<file path="src/rtl/adc_nibble_seq_pkg.sv">
// Shared definitions for the nibble-serial add/subtract sequencer.
package adc_nibble_seq_pkg;

  typedef enum logic [1:0] {
    ST_IDLE = 2'd0,
    ST_RUN  = 2'd1,
    ST_FIN  = 2'd2
  } state_t;

  localparam int unsigned NIB_CNT_8  = 2;
  localparam int unsigned NIB_CNT_16 = 4;

  // Index of the last nibble to process for the selected width.
  function automatic logic [1:0] last_nib(input logic w16);
    return w16 ? 2'(NIB_CNT_16 - 1) : 2'(NIB_CNT_8 - 1);
  endfunction

endpackage

</file>
<file path="src/rtl/adc_nibble_seq_if.sv">
// Request/result bundle between a requester and the nibble sequencer.
interface adc_nibble_seq_if;
  logic        start;
  logic [15:0] a;
  logic [15:0] b;
  logic        ci;
  logic        sub;
  logic        dec;
  logic        w16;
  logic        busy;
  logic        done;
  logic [15:0] result;
  logic        co;
  logic        v;
  logic        z;
  logic        n;

  modport master (
    output start, a, b, ci, sub, dec, w16,
    input  busy, done, result, co, v, z, n
  );

  modport slave (
    input  start, a, b, ci, sub, dec, w16,
    output busy, done, result, co, v, z, n
  );
endinterface

</file>
<file path="src/rtl/adc_nibble_seq_adder4.sv">
// 4-bit ripple-carry adder shared by every nibble of an operation.
module adder4 (
  input  logic [3:0] a,
  input  logic [3:0] b,
  input  logic       ci,
  output logic [3:0] s,
  output logic       co
);
  logic [4:0] c;

  assign c[0] = ci;

  // One full adder per bit, carry rippling upward.
  for (genvar i = 0; i < 4; i++) begin : g_fa
    assign s[i]   = a[i] ^ b[i] ^ c[i];
    assign c[i+1] = (a[i] & b[i]) | (c[i] & (a[i] ^ b[i]));
  end

  assign co = c[4];
endmodule

</file>
<file path="src/rtl/adc_nibble_seq.sv">
// Nibble-serial binary/BCD add/subtract sequencer, 8- or 16-bit.
//
// state | meaning
// IDLE  | waiting for start; operands captured when start is seen
// RUN   | one nibble per cycle through adder4, LSB nibble first
// FIN   | results valid, done high for this single cycle
module adc_nibble_seq
  import adc_nibble_seq_pkg::*;
(
  input  logic             clk,
  input  logic             rst,
  adc_nibble_seq_if.slave  bus
);
  state_t      state, state_nx;
  logic [15:0] a_sh, b_sh, res_sh;
  logic [7:0]  a_hi;
  logic        ci_r, sub_r, dec_r, w16_r;
  logic [1:0]  cnt;
  logic        carry_r;

  logic [3:0]  b_nib, sum_raw, nib_out;
  logic        add_co, nib_co, cin, last;
  logic [15:0] res_full, res_fin;
  logic        fin_z, fin_n, fin_v;

  logic [15:0] result_r;
  logic        co_r, v_r, z_r, n_r;

  assign b_nib = b_sh[3:0] ^ {4{sub_r}};
  assign cin   = (cnt == 2'd0) ? ci_r : carry_r;
  assign last  = (cnt == last_nib(w16_r));

  adder4 u_add (
    .a  (a_sh[3:0]),
    .b  (b_nib),
    .ci (cin),
    .s  (sum_raw),
    .co (add_co)
  );

  // Decimal correction of the raw nibble; binary mode passes through.
  always_comb begin
    nib_out = sum_raw;
    nib_co  = add_co;
    if (dec_r) begin
      if (!sub_r) begin
        if (sum_raw > 4'd9 || add_co) begin
          nib_out = sum_raw + 4'd6;
          nib_co  = 1'b1;
        end
      end else if (!add_co) begin
        nib_out = sum_raw + 4'hA;
      end
    end
  end

  // Final result assembly; in 8-bit mode the upper byte is A's upper byte.
  always_comb begin
    res_full = {nib_out, res_sh[15:4]};
    res_fin  = w16_r ? res_full : {a_hi, res_full[15:8]};
    fin_z    = w16_r ? (res_fin == 16'h0000) : (res_fin[7:0] == 8'h00);
    fin_n    = w16_r ? res_fin[15] : res_fin[7];
    // Overflow uses the uncorrected sum even in BCD mode.
    fin_v    = (a_sh[3] == b_nib[3]) && (sum_raw[3] != a_sh[3]);
  end

  // State register.
  always_ff @(posedge clk or posedge rst) begin
    if (rst) state <= ST_IDLE;
    else     state <= state_nx;
  end

  // Next-state logic.
  always_comb begin
    state_nx = state;
    case (state)
      ST_IDLE: if (bus.start) state_nx = ST_RUN;
      ST_RUN:  if (last)      state_nx = ST_FIN;
      ST_FIN:                 state_nx = ST_IDLE;
      default:                state_nx = ST_IDLE;
    endcase
  end

  // Operand capture, nibble shifting and result/flag update.
  always_ff @(posedge clk or posedge rst) begin
    if (rst) begin
      a_sh     <= '0;
      b_sh     <= '0;
      res_sh   <= '0;
      a_hi     <= '0;
      ci_r     <= 1'b0;
      sub_r    <= 1'b0;
      dec_r    <= 1'b0;
      w16_r    <= 1'b0;
      cnt      <= '0;
      carry_r  <= 1'b0;
      result_r <= '0;
      co_r     <= 1'b0;
      v_r      <= 1'b0;
      z_r      <= 1'b0;
      n_r      <= 1'b0;
    end else begin
      case (state)
        ST_IDLE: begin
          if (bus.start) begin
            a_sh    <= bus.a;
            b_sh    <= bus.b;
            a_hi    <= bus.a[15:8];
            ci_r    <= bus.ci;
            sub_r   <= bus.sub;
            dec_r   <= bus.dec;
            w16_r   <= bus.w16;
            cnt     <= '0;
            carry_r <= 1'b0;
          end
        end
        ST_RUN: begin
          a_sh    <= {4'h0, a_sh[15:4]};
          b_sh    <= {4'h0, b_sh[15:4]};
          res_sh  <= res_full;
          carry_r <= nib_co;
          cnt     <= cnt + 2'd1;
          if (last) begin
            result_r <= res_fin;
            co_r     <= nib_co;
            v_r      <= fin_v;
            z_r      <= fin_z;
            n_r      <= fin_n;
          end
        end
        default: ;
      endcase
    end
  end

  assign bus.busy   = (state == ST_RUN);
  assign bus.done   = (state == ST_FIN);
  assign bus.result = result_r;
  assign bus.co     = co_r;
  assign bus.v      = v_r;
  assign bus.z      = z_r;
  assign bus.n      = n_r;
endmodule

</file>
<file path="src/flat_wrapper.sv">
// flat-port wrapper written by rule: the top's interface ports become plain ports
module adc_nibble_seq_flat import adc_nibble_seq_pkg::*;
  (clk, rst, bus_start, bus_a, bus_b, bus_ci, bus_sub, bus_dec, bus_w16, bus_busy, bus_done, bus_result, bus_co, bus_v, bus_z, bus_n);
  adc_nibble_seq_if bus_i ();
  input  logic clk;
  input  logic rst;
  input wire logic [$bits(bus_i.start)-1:0] bus_start;
  input wire logic [$bits(bus_i.a)-1:0] bus_a;
  input wire logic [$bits(bus_i.b)-1:0] bus_b;
  input wire logic [$bits(bus_i.ci)-1:0] bus_ci;
  input wire logic [$bits(bus_i.sub)-1:0] bus_sub;
  input wire logic [$bits(bus_i.dec)-1:0] bus_dec;
  input wire logic [$bits(bus_i.w16)-1:0] bus_w16;
  output wire logic [$bits(bus_i.busy)-1:0] bus_busy;
  output wire logic [$bits(bus_i.done)-1:0] bus_done;
  output wire logic [$bits(bus_i.result)-1:0] bus_result;
  output wire logic [$bits(bus_i.co)-1:0] bus_co;
  output wire logic [$bits(bus_i.v)-1:0] bus_v;
  output wire logic [$bits(bus_i.z)-1:0] bus_z;
  output wire logic [$bits(bus_i.n)-1:0] bus_n;
  assign bus_i.start = bus_start;
  assign bus_i.a = bus_a;
  assign bus_i.b = bus_b;
  assign bus_i.ci = bus_ci;
  assign bus_i.sub = bus_sub;
  assign bus_i.dec = bus_dec;
  assign bus_i.w16 = bus_w16;
  assign bus_busy = bus_i.busy;
  assign bus_done = bus_i.done;
  assign bus_result = bus_i.result;
  assign bus_co = bus_i.co;
  assign bus_v = bus_i.v;
  assign bus_z = bus_i.z;
  assign bus_n = bus_i.n;
  adc_nibble_seq u_core (.clk(clk), .rst(rst), .bus(bus_i));
endmodule
</file>
<file path="config.mk">
export PLATFORM = sky130hd
export DESIGN_NAME = adc_nibble_seq_flat
export DESIGN_NICKNAME = d
export VERILOG_FILES = /design/src/rtl/adc_nibble_seq_pkg.sv /design/src/rtl/adc_nibble_seq_if.sv /design/src/rtl/adc_nibble_seq_adder4.sv /design/src/rtl/adc_nibble_seq.sv /design/src/flat_wrapper.sv
export SDC_FILE = /design/constraint.sdc
export NUM_CORES = 1
export LEC_CHECK = 0
export CAP_MARGIN = 25
export CORE_MARGIN = 5
export CORE_UTILIZATION = 48
export CTS_CLUSTER_SIZE = 28
export DETAILED_ROUTE_END_ITERATION = 6
export PLACE_DENSITY = 0.72
export SLEW_MARGIN = 20
export SYNTH_ARGS = -nofsm -noshare
export SYNTH_HDL_FRONTEND = slang
export SYNTH_SLANG_ARGS = --single-unit
export TNS_END_PERCENT = 30
</file>
<file path="constraint.sdc">
create_clock -name clk -period 3.26 [get_ports clk]
set_clock_uncertainty 0.1 [all_clocks]
set_input_delay 0.815 -clock clk [delete_from_list [all_inputs] [get_ports clk]]
set_output_delay 0.815 -clock clk [all_outputs]
set_load 0.03 [all_outputs]
</file>
==> results of run 1 <==
-- routing by layer --
layer	wire length [um]	vias up	track usage, %
met3	353	10	2.36
met1	3850	1374	25.9
met4	140	0	7.98
li1	-	1405	-
met2	4030	76	27.6
met5	0	-	0
-- worst register-to-register path, delay by kind of cell (launching register included) --
family          cells  cell delay [ps]
fa+ha+maj           5             1630
compound gates      3              610
flops               1              380
buf+inv             3              330
mux                 2              150
simple gates        1              110
-- metrics by stage --
step / std cells / TNS, ps / hold slack, ps
4_1_cts: 550 / -329 / 383
3_5_place_dp: 533 / -474 / 364
3_3_place_gp: 533 / -89.0 / 354
2_1_floorplan: 378 / -54.5 / 339
5_1_grt: 550 / -1720 / 408
6_report: 550 / -301 / 383
-- sequential cells by signal, summed over array words and instances (netlist names), 2 cells and up --
signal / cells
u_core.a_sh: 16
u_core.b_sh: 16
u_core.res_sh: 12
u_core.a_hi: 8
u_core.state: 2
u_core.bus.result: 16
u_core.cnt: 2
-- area by class of cell --
type	instances	area share, %
multi-input cells	258	34.9
inverters	15	1.19
repair buffers	78	15.7
clock inverters	6	1.09
flip-flops and latches	81	41.9
well taps	102	2.64
clock buffers	10	2.64
-- repair_timing --
item | in CTS | in global routing
gates resized for setup | 4 | 5
buffers inserted | 1 | 0
hold buffers | 0 | 0
endpoints found under the setup margin | 9 | 10
pin swaps | 3 | 2
-- cell usage in the layout, fill, tap and decap left out, types with 9 or more instances in the layout --
cell type | netlist | layout
dfrtp_1 | 81 | 81
nand2_1 | 86 | 86
o21ai_0 | 34 | 31
clkbuf_8 | 1 | 9
nor2_1 | 21 | 21
mux2_2 | 12 | 12
mux2i_1 | 32 | 32
a21oi_1 | 16 | 15
clkdlybuf4s50_1 | 0 | 59
buf_4 | 2 | 17
inv_1 | 14 | 11
-- cells by family after synthesis --
| logic type | count (synthesis) | synth area share [%] |
|---|---|---|
| mux | 44 | 11.7 |
| xor+xnor | 6 | 1.35 |
| compound gates | 75 | 12.0 |
| simple gates | 124 | 13.7 |
| buf+inv | 39 | 5.44 |
| flops | 81 | 52.2 |
| fa+ha+maj | 9 | 3.67 |
-- final timing paths --
path                                   endpoint  slack (ps)  cells past startpoint
min                              u_core.a_sh[9]         380                      2
max                        u_core.bus.result[6]        -120                     14
max in group asynchronous        u_core.a_sh[9]        1720                      3
max reg2reg                u_core.bus.result[6]        -120                     14
min in group asynchronous  u_core.bus.result[4]         700                      2
min reg2reg                      u_core.a_sh[9]         380                      2
==> metrics.md, run 1 <==
| Metric | Value |
|---|---|
| Post-synth EDFFs | `0` |
| Clk root buf | `clkbuf_8` |
| Drt first pass iters | `4` |
| Final Instance Area | `between 4000 and 5000 sq um` |
| Ys flop type | `dfrtp_1` |
| Initial Utilization | `about half` |
| Chip Width | `~100 um` |
| Setup WS pre-CTS | `-145 ps` |
| Max-cap violations | `0` |
| Clock-pin transition on the worst setup and hold timing paths | `~90 ps` |
| CP required | `approximately 3400 ps` |
| RSZ-0062 raised after global routing | `yes` |
| HPWL Detailed | `5.92 mm` |
| Syn Std Cell Area | `~4000 sq um` |
| H-tree Lvls | `3` |
| Boundary Pins | `61` |
| Crit start category | `register` |
| Count of cell types in the netlist | `50` |
| CTS tree | `built` |
| Post-route DRC | `0` |
| I/O Buffers | `60` |
| Biggest area consumer among synthesized cells | `dfrtp_1` |
| Reg area | `between 2000 and 2500 sq um` |
| Top cells by count, synth | `86 x nand2_1, 81 x dfrtp_1, 34 x o21ai_0` |
| Dominant cells by area after synthesis | `dfrtp_1 52%, nand2_1 8.3%, mux2i_1 8.2%` |
| Ys async rst share | `between 90% and 100%` |
| Critical path data arrival time | `~3600 ps` |
| Fillers | `670` |
| Worst flop-to-flop path startpoint | `u_core.cnt[1]` |
| Total nets after synthesis | `about 430` |
| Share of layout cells above drive strength 1 | `~15%` |
| Chip Height | `approximately 100 um` |
| # clock sinks | `just over 80` |
| GRT Total Usage | `a little under a fifth` |
| Worst path max stage delay | `~480 ps` |
| Crit. End Element | `register` |
| Via density | `roughly 5.2` |
| Worst hold path class | `reg -> reg` |
| YS warnings | `0` |
| Hold Crit Start | `u_core.a_sh[9]` |
| CTS Buf Count | `9` |
| Count leader, synth | `nand2_1` |
| Worst Tran Pin Value | `around 600 ps` |
| Number of global-route vias before repair | `2885` |
| Post-synthesis sequential area ratio | `a little over half` |
| Violations in the final reports | `setup timing` |
| Slew Viols, Final | `0` |
| Highest net fanout along the worst path | `5` |
| Largest net degree at the start of global routing | `53` |
| Final net count | `roughly 500` |
| Grt ovf | `0` |
| Worst Path Buf+Inv | `3` |
| Final Setup Violations | `6` |
| Core area | `a little under 8000 sq um` |
| Top delay family on crit path | `adder cells` |
| Initial antenna violation count | `0` |
| #FFs+latches synth | `81` |
| Clock latency on the worst-skew pair | `~360 ps` |
| First-pass GRT wire length | `14.3 mm` |
| Post-placement cell area | `between 4000 and 5000 sq um` |
| WL final | `8.37 mm` |
| Minimum clock period | `about 3400 ps` |
| Initial drt markers | `about 170` |
| DR vias | `between 2000 and 3000` |
| Final period utilization | `104%` |
| Slew HR | `61.0%` |
| Final worst slack | `-120 ps` |
| Site row count | `32` |
| Maximum clock insertion buffer count | `2` |
| Most frequent CP cell | `fa_2` |
| Top-area cell type share of the netlist area | `about 52%` |
| Status | `finished, violations left` |
| Crit Path Class | `reg -> reg` |
| Routed Antenna Nets | `0` |
| Crit-path cells | `inv_1 > ha_2 > mux2i_1 > fa_2 > fa_2 > inv_2 > fa_2 > ha_4 > nand3b_1 > o21ai_1 > a222oi_1 > buf_4 > mux2i_1 > a21oi_1` |
| Multi-input logic area | `approximately 1700 sq um` |
| Avg Cell Area, Syn | `10.3 sq um` |
| # diodes | `0` |
| Upper clock frequency limit | `slightly below 300 MHz` |
| WL per Instance | `between 15 and 20 um` |
| RD Place Congestion | `just under 0.8` |
| Final core occ | `between 60% and 70%` |
| Final count of hold timing violations | `0` |
| Cells after Synth | `378` |
| Critical Path Source | `u_core.cnt[1]` |
| Die ar. | `~10000 sq um` |
| Area Overhead vs Synth | `24.6%` |
| Crit-path slowest cell | `fa_2` |
Power of run 1 is left out: the tool's default activity adds up to more than one toggle a clock period on the data nets, which glitch-free logic cannot reach.
==> run 2: changes to the inputs <==
--- a/config.mk
+++ b/config.mk
@@ -10,7 +10,7 @@
 export CORE_UTILIZATION = 48
 export CTS_CLUSTER_SIZE = 28
 export DETAILED_ROUTE_END_ITERATION = 6
-export PLACE_DENSITY = 0.72
+export PLACE_DENSITY = 0.71
 export SLEW_MARGIN = 20
 export SYNTH_ARGS = -nofsm -noshare
 export SYNTH_HDL_FRONTEND = slang
==> run 2 against run 1 <==
  * Clock-buffer cell count did not move
  * Largest cell class unchanged
  * Global-route usage increased by 0.56 points
  * The flow still finishes with violations (setup timing)
  * Maximum frequency rose by 1.7%
  * Via count about the same
  * Sequential share of layout area grew 0.16 points
==> metrics.md, run 2 (same netlist as run 1, synthesis figures left out) <==
| Metric | Value |
|---|---|
| Slew Viols, Final | `0` |
| DR vias | `approximately 2900` |
| Tightest hold margin | `370 ps` |
| Largest net degree at the start of global routing | `58` |
| Max-cap violations | `0` |
| Highest net fanout along the worst path | `5` |
| Post-route DRC | `0` |
| Area Overhead vs Synth | `24.2%` |
| Share of layout cells above drive strength 1 | `between 10% and 20%` |
| Critical path data arrival time | `roughly 3500 ps` |
| CTS tree | `built` |
| Final Setup Violations | `8` |
| H-tree Lvls | `3` |
| # clock sinks | `between 80 and 90` |
| # diodes | `0` |
| Clk root buf | `clkbuf_8` |
| Upper clock frequency limit | `between 300 and 400 MHz` |
| Routed Antenna Nets | `0` |
| Final period utilization | `102%` |
| Final net count | `491` |
| Crit start category | `register` |
| Die ar. | `~10000 sq um` |
| Worst Tran Pin Value | `approximately 580 ps` |
| Flop-to-flop setup slack | `-60 ps` |
| Core area | `between 7000 and 8000 sq um` |
| Boundary Pins | `61` |
| Grt ovf | `0` |
| Drt first pass iters | `6` |
| Minimum clock period | `between 3000 and 4000 ps` |
| Site row count | `32` |
| Maximum clock insertion buffer count | `2` |
| CTS Buf Count | `9` |
| Crit Path Class | `reg -> reg` |
| Chip Height | `~100 um` |
| Violations in the final reports | `setup timing` |
| Most common cell after layout, fill and taps aside | `nand2_1` |
| RD Place Congestion | `0.833` |
| Final worst slack | `-61.7 ps` |
| Slew HR | `61.4%` |
| Crit. End Element | `register` |
| Initial antenna violation count | `0` |
| Clock-pin transition on the worst setup and hold timing paths | `80 ps` |
| Status | `finished, violations left` |
| Fillers | `699` |
| First-pass GRT wire length | `roughly 15 mm` |
| Clock latency on the worst-skew pair | `around 350 ps` |
| Initial drt markers | `93` |
| HPWL Detailed | `between 5 and 6 mm` |
| Number of global-route vias before repair | `approximately 2900` |
| Worst hold path class | `reg -> reg` |
| Chip Width | `between 90 and 100 um` |
| WL per Instance | `around 16 um` |
| Final count of hold timing violations | `0` |
| GRT Total Usage | `about a fifth` |
| CP required | `3430 ps` |
| I/O Buffers | `60` |
| Initial Utilization | `between 40% and 50%` |
| Hold buffers post-CTS | `0` |
| RSZ-0062 raised after global routing | `yes` |
| Via density | `approximately 5.2` |
| Commonest non-fill, non-tap cells in the layout | `86 x nand2_1, 81 x dfrtp_1, 59 x clkdlybuf4s50_1, 31 x mux2i_1, 30 x o21ai_0` |
| WL final | `around 8.6 mm` |
[run 2: through the flow]
| step | setup slack [ps] | TNS (ps) | cell area [sq um] | std cells | utilization [%] |
|---|---|---|---|---|---|
| after floorplan | -22.5 | -54.5 | 3900 | 378 | - |
| final | -61.7 | -330 | 4820 | 548 | 61.8 |
| after detailed placement | -128 | -458 | 4610 | 532 | 59.0 |
| after CTS | -21.2 | -85.2 | 4820 | 548 | 61.7 |
| after global placement | -57.1 | -145 | 4610 | 532 | 59.0 |
| after global routing | -250 | -1750 | 4820 | 548 | 61.8 |
[run 2: what timing repair did]
item                                    in CTS  in global routing
buffers inserted                             3                  0
endpoints found under the setup margin      10                 10
pin swaps                                    5                  3
gates resized for setup                     13                  4
[run 2: worst max-delay path, cell delays in order, from the launching register on]
cell and delay (ps):
dfrtp_1 350, inv_1 50, ha_2 180, mux2i_2 150
fa_2 340, fa_2 340, inv_2 70, fa_2 460
buf_6 140, ha_1 280, inv_1 70, nor2_2 50
a222oi_1 260, buf_4 200, mux2i_1 70, a21oi_1 130
[run 2: final timing paths]
path,start,to,depth (start not counted)
setup / recovery,u_core.cnt[0],u_core.bus.result[14],15
hold / removal,u_core.a_sh[11],u_core.a_sh[11],2
setup reg to reg,u_core.cnt[0],u_core.bus.result[14],15
hold reg to reg,u_core.a_sh[11],u_core.a_sh[11],2
max in group asynchronous,rst,u_core.a_sh[15],3
min in group asynchronous,rst,u_core.sub_r,2
[run 2: layout make-up]
class	instances	area (sq um)	share of cell area, %
Clock buffer	10	128	2.65
Clock inverter	4	22.5	0.467
Inverter	15	57.6	1.19
Multi-Input combinational cell	258	1710	35.4
Sequential cell	81	2030	42.0
Tap cell	102	128	2.65
Timing Repair Buffer	78	753	15.6
[run 2: layer usage]
| layer | routed length, um | track usage (%) | part of all wire, % | up-vias |
|---|---|---|---|---|
| met5 | 0 | 0 | 0 | - |
| met4 | 187 | 7.98 | 2.2 | 0 |
| met3 | 274 | 3.06 | 3.2 | 16 |
| met2 | 4020 | 27.8 | 47 | 58 |
| met1 | 4130 | 27.0 | 48 | 1391 |
| li1 | - | - | - | 1401 |
Power of run 2 is left out for the same reason.
